==> src/rtl/rr_scheduler.sv <==
// rr_scheduler: merges CHANNELS valid/ready input streams onto one registered
// output stream, tagging each word with its source channel.
// Default build: work-conserving round-robin that skips idle channels.
// SCHED_TDM_EN: legacy fixed-slot TDM mode. The pointer advances every cycle,
// and only the channel it names can be granted.
module rr_scheduler #(
  parameter int unsigned DATA_WIDTH = 16,
  parameter int unsigned CHANNELS   = 4
) (
  input  logic                           clk,
  input  logic                           rst_n,
  input  logic [CHANNELS*DATA_WIDTH-1:0] in_data,
  input  logic [CHANNELS-1:0]            in_valid,
  output logic [CHANNELS-1:0]            in_ready,
  output logic [DATA_WIDTH-1:0]          out_data,
  output logic [$clog2(CHANNELS)-1:0]    out_chan,
  output logic                           out_valid,
  input  logic                           out_ready
);

  localparam int unsigned CW = $clog2(CHANNELS);

  logic [CW-1:0]         ptr;
  logic [CW-1:0]         grant;
  logic                  found;
  logic                  load_en;
  logic [DATA_WIDTH-1:0] words [CHANNELS];

  // Wrap is modulo CHANNELS, so non-power-of-two counts never reach an unused index
  function automatic logic [CW-1:0] next_chan(input logic [CW-1:0] c);
    return (32'(c) == CHANNELS - 1) ? '0 : CW'(32'(c) + 1);
  endfunction

  assign load_en = !out_valid || out_ready;

  // Unpack the flat input bus into per-channel words
  always_comb begin
    for (int i = 0; i < int'(CHANNELS); i++) begin
      words[i] = in_data[i*DATA_WIDTH +: DATA_WIDTH];
    end
  end

`ifdef SCHED_TDM_EN
  // Only the slot owner may be granted
  always_comb begin
    found = in_valid[ptr];
    grant = ptr;
  end
`else
  int unsigned idx;

  // First valid channel in search order ptr, ptr+1, ... wrapping at CHANNELS
  always_comb begin
    found = 1'b0;
    grant = '0;
    idx   = 0;
    for (int unsigned k = 0; k < CHANNELS; k++) begin
      idx = 32'(ptr) + k;
      if (idx >= CHANNELS) idx = idx - CHANNELS;
      if (!found && in_valid[CW'(idx)]) begin
        found = 1'b1;
        grant = CW'(idx);
      end
    end
  end
`endif

  // Accept only the granted channel, and only when the output register can load.
  // Held at zero while reset is asserted.
  always_comb begin
    in_ready = '0;
    if (rst_n && found && load_en) in_ready[grant] = 1'b1;
  end

  // Output register and priority pointer
  always_ff @(posedge clk or negedge rst_n) begin
    if (!rst_n) begin
      out_valid <= 1'b0;
      out_data  <= '0;
      out_chan  <= '0;
      ptr       <= '0;
    end else begin
`ifdef SCHED_TDM_EN
      ptr <= next_chan(ptr);
      if (load_en) begin
        if (found) begin
          out_data  <= words[grant];
          out_chan  <= grant;
          out_valid <= 1'b1;
        end else begin
          out_valid <= 1'b0;
        end
      end
`else
      if (load_en) begin
        if (found) begin
          out_data  <= words[grant];
          out_chan  <= grant;
          out_valid <= 1'b1;
          ptr       <= next_chan(grant);
        end else begin
          out_valid <= 1'b0;
        end
      end
`endif
    end
  end

endmodule

==> config.mk <==
export PLATFORM = sky130hd
export DESIGN_NAME = rr_scheduler
export DESIGN_NICKNAME = d
export VERILOG_FILES = /design/src/rtl/rr_scheduler.sv
export SDC_FILE = /design/constraint.sdc
export NUM_CORES = 1
export LEC_CHECK = 0
export BUFFER_PORTS_ARGS = -buffer_cell sky130_fd_sc_hd__buf_2
export CAP_MARGIN = 10
export CORE_MARGIN = 8
export CORE_UTILIZATION = 35
export DETAILED_ROUTE_END_ITERATION = 8
export GPL_TIMING_DRIVEN = 1
export PLACE_DENSITY = 0.69
export SYNTH_ARGS = -nofsm -noshare
export SYNTH_HDL_FRONTEND = slang
export SYNTH_SLANG_ARGS = --single-unit
export TNS_END_PERCENT = 100
==> constraint.sdc <==
create_clock -name clk -period 1.81 [get_ports clk]
set_input_delay 0.0905 -clock clk [delete_from_list [all_inputs] [get_ports clk]]
set_output_delay 0.0905 -clock clk [all_outputs]
set_load 0.02 [all_outputs]
==> results.txt <==
The number of antenna cells inserted is 0. For this run, the detailed router's first-pass iteration total came to 5. For this run, design rule violations remaining after detail routing come to 0.

The final clock period utilization by the worst path came out at 1.03. The final weighted congestion in routability-driven placement came out at 0.800. The average detailed-routed wire length per instance is about 17 um. The layout-stage area growth over the synthesis result is 56.3%. The total stage count of the critical path is 5. The worst-case IR drop observed on VDD is roughly 0.54 mV.

The pin count of the biggest net entering global routing came out at 23. The via count of the first global-routing pass was about 1600. Clock tree synthesis selected as its root buffer the cell sky130_fd_sc_hd__clkbuf_4. The level count of the clock H-tree came out at 1. The required time of the critical path is around 1.7 ns. Each instance of the synthesized netlist takes up on average between 10 and 15 um^2. Summed over all cells, the static leakage comes to around 1.0 nW. For the pin with the worst max-slew slack, the measured transition is about 0.69 ns. TritonCTS built the clock tree.

After detailed placement, the design holds a cell count of 259. Counting both buffers and inverters, the worst setup path holds a total of 1. The number of different library cells in the post-synthesis netlist is 30. The clock-pin slew reported for the worst setup and hold paths after clock tree synthesis is 0.12 ns. The register area share after synthesis is 0.413. The clock network latency to the later pin of the worst-skew pair came out at roughly 0.30 ns. The I/O pin total is 94. The worst-case headroom to the max-slew limit is 0.542. From left edge to right edge, the die measures 76.3 um. The depth of the worst register-to-register path is 6. The number of routed nets with antenna violations came out at 0. In this run the critical register-to-register path is captured at out_data[13]. The worst setup skew after layout came out at roughly 0.0089 ns.

The final count of hold timing violations came out at 0. The total of flip-flops plus latches after synthesis is 21. The area of the mapped netlist is 0.00127 mm^2. The startpoint identified for the worst register-to-register timing path is ptr[1].

In this run the deepest clock path goes through 2 buffers. Setup repair after global routing could not meet its margin everywhere. For this run, the number of Yosys warnings is 0. The first-iteration detailed-routing DRC count came out at roughly 130. The terminating pin of the worst hold path is out_data[1]. The standard cell with the maximum stage delay on the critical path is sky130_fd_sc_hd__dfrtp_2. By startpoint and endpoint, the worst setup path is classified as reg -> out.

For the final routed database, the setup TNS stands at -0.138 ns. The filler cell count in the final layout is 365. The fraction of final layout cells sized beyond drive strength 1 came out at 0.571. The mean number of vias per cell came out at around 5.4.

The max-slew violation count is 0. The net count reported at finish came out at 299. The area inside the core boundary is 0.00358 mm^2. The worst register-to-register path has a setup slack of 0.01 ns. For this design, the sink count on the clock tree is 21. The total detailed-routing wirelength came out at 4.62 mm.

The cell count after synthesis came out at roughly 120. The final critical-path setup slack came out at -0.0590 ns. The number of cell rows is 22. The area fraction of the dominant cell type after synthesis came out at 0.413. The critical path goes through a21boi_2, o32a_4, ha_4, and3_4, buf_6. The number of maximum-capacitance constraint violations is 0.

The count of buffers from port buffering came out at 93. The chip height is approximately 76 um. The initial antenna violation count is 0. Setup violations remaining at the end of the flow were counted as 3. Yosys attributes the largest share of cell area to sky130_fd_sc_hd__dfrtp_1 (41%), sky130_fd_sc_hd__mux2i_1 (13%), sky130_fd_sc_hd__a222oi_1 (13%). The clock buffer count from CTS is 3.

Broken down by cell family, the worst path's largest delay share belongs to compound AO/OA/AOI/OAI gates. The detailed-placement wirelength estimate is approximately 3.4 mm. The final cell count without fillers is around 270. The hold path startpoint is in_data[17]. The worst setup path is captured at a primary output. The global-route wire length before repair came out at between 7 and 8 mm. The flow ran to the end, but the final reports show violations.

The maximum achievable frequency is approximately 540 MHz. The maximum fanout count along the critical path is 6. The final reports fail on negative setup slack. The final critical path time including I/O delays and setup came out at ~1.9 ns.

The total number of vias is ~1500. The number of nets produced by synthesis is between 150 and 200. The overall overflow remaining after global route came out at 0. The initial cell density of the core came out at 0.356. The number of instances on the worst hold path is 3. The path class of the lowest-slack min-delay path is in -> reg. STA classifies the critical path startpoint as a register. The total track usage is 0.149. The arrival time at the worst endpoint is 1.78 ns. The peak per-stage delay on the critical path came out at 0.48 ns.

The die covers about 0.0058 mm^2. In this run the power density over the cells is around 1100 mW/mm^2. Of all cell types, the one taking the most synthesized area is sky130_fd_sc_hd__dfrtp_1.
[tightest hold or removal path: cells and delay by family]
family	cells	cell delay [ns]
buffers and inverters	1	0.08
AO/OA/AOI/OAI	2	0.12
[flip-flops by register name, indices dropped and copies added (netlist names)]
signal,cells
out_data,16
out_chan,2
ptr,2
out_valid,1
[layout make-up]
type / instances / area (um^2) / area share
Timing Repair Buffer: 110 / 639 / 0.321
Clock inverter: 1 / 5.00 / 0.00252
Clock buffer: 3 / 22.5 / 0.0113
Sequential cell: 21 / 528 / 0.265
Multi-Input combinational cell: 88 / 723 / 0.364
Tap cell: 48 / 60.1 / 0.0302
Inverter: 3 / 11.3 / 0.00566
[metal layers]
layer	wire, um	track usage
met5	0	0
met4	60	0.0442
met3	480	0.0696
met2	2170	0.242
met1	1910	0.171
[placed cells by master (no fill, tap or decap), types with 2 or more instances in the layout]
master / instances
sky130_fd_sc_hd__inv_1: 2
sky130_fd_sc_hd__o21ai_1: 16
sky130_fd_sc_hd__o21ai_0: 2
sky130_fd_sc_hd__a21oi_2: 2
sky130_fd_sc_hd__clkbuf_4: 3
sky130_fd_sc_hd__nor2_1: 3
sky130_fd_sc_hd__buf_12: 2
sky130_fd_sc_hd__dlygate4sd3_1: 2
sky130_fd_sc_hd__buf_4: 12
sky130_fd_sc_hd__buf_2: 91
sky130_fd_sc_hd__dfrtp_2: 2
sky130_fd_sc_hd__a222oi_1: 16
sky130_fd_sc_hd__buf_6: 3
sky130_fd_sc_hd__dfrtp_1: 19
sky130_fd_sc_hd__nand2_1: 11
sky130_fd_sc_hd__nand2b_1: 2
sky130_fd_sc_hd__mux2i_1: 16
[metrics by stage]
step / total power (W) / setup WS, ns / instance area, um^2 / hold WS (ns) / util
2_1_floorplan: 0.00146 / 0.173 / 1270 / -0.205 / -
3_3_place_gp: 0.00181 / 0.0192 / 1790 / 0.103 / 0.501
3_5_place_dp: 0.00182 / -0.00104 / 1790 / 0.112 / 0.501
4_1_cts: 0.00218 / -0.0235 / 1920 / 0.000556 / 0.537
5_1_grt: 0.00239 / -0.120 / 1990 / 0.000725 / 0.556
6_report: 0.00225 / -0.0590 / 1990 / 0.00770 / 0.556
[where the power goes]
group	internal (W)	leakage (nW)	switching, W
registers	0.000631	0.253	0.000112
logic	0.000613	0.749	0.000667
clock network	0.0000823	0.0177	0.000142
[how the worst max path moves through the flow]
| stage | to | slack (ns) | from |
|---|---|---|---|
| detailed placement | out_data[13] | -0.001 | ptr[1] |
| CTS | in_ready[2] | -0.02 | ptr[0] |
| floorplan | in_ready[3] | 0.17 | ptr[1] |
| finish | in_ready[3] | -0.06 | ptr[1] |
| global placement | out_data[13] | 0.02 | ptr[1] |
| global route | in_ready[3] | -0.12 | ptr[1] |
[cell families (layout without fill, tap and decap cells)]
| family | Yosys count | count (layout) | share of synthesized area |
|---|---|---|---|
| simple gates | 26 | 26 | 0.106 |
| flops | 21 | 21 | 0.413 |
| compound gates | 44 | 44 | 0.261 |
| mux | 17 | 17 | 0.134 |
| buf+inv | 12 | 117 | 0.0767 |
| fa+ha+maj | 1 | 1 | 0.00983 |
[cell usage after synthesis]
master and count:
sky130_fd_sc_hd__a21boi_1 1, sky130_fd_sc_hd__a21o_1 1, sky130_fd_sc_hd__a21oi_1 3, sky130_fd_sc_hd__a221oi_2 1, sky130_fd_sc_hd__a222oi_1 16, sky130_fd_sc_hd__a22oi_1 1
sky130_fd_sc_hd__and3_1 1, sky130_fd_sc_hd__and4_1 1, sky130_fd_sc_hd__buf_2 3, sky130_fd_sc_hd__buf_6 5, sky130_fd_sc_hd__buf_8 1, sky130_fd_sc_hd__dfrtp_1 21
sky130_fd_sc_hd__ha_1 1, sky130_fd_sc_hd__inv_1 3, sky130_fd_sc_hd__mux2i_1 17, sky130_fd_sc_hd__nand2_1 11, sky130_fd_sc_hd__nand2_2 1, sky130_fd_sc_hd__nand2b_1 2
sky130_fd_sc_hd__nand3_1 1, sky130_fd_sc_hd__nor2_1 3, sky130_fd_sc_hd__nor2_2 1, sky130_fd_sc_hd__nor2b_4 1, sky130_fd_sc_hd__nor3_1 2, sky130_fd_sc_hd__nor3b_1 1
sky130_fd_sc_hd__nor4_1 1, sky130_fd_sc_hd__o21ai_0 2, sky130_fd_sc_hd__o21ai_1 16, sky130_fd_sc_hd__o21ai_2 1, sky130_fd_sc_hd__o2bb2ai_1 1, sky130_fd_sc_hd__o32a_2 1
[what timing repair did]
action	in CTS	in global routing
buffers inserted	8	1
hold endpoints to repair	21	1
pin swaps	2	3
hold buffers	1	1
resized for setup	11	8
setup endpoints to repair	8	9
No activity file was read; power rests on OpenSTA's default activity.
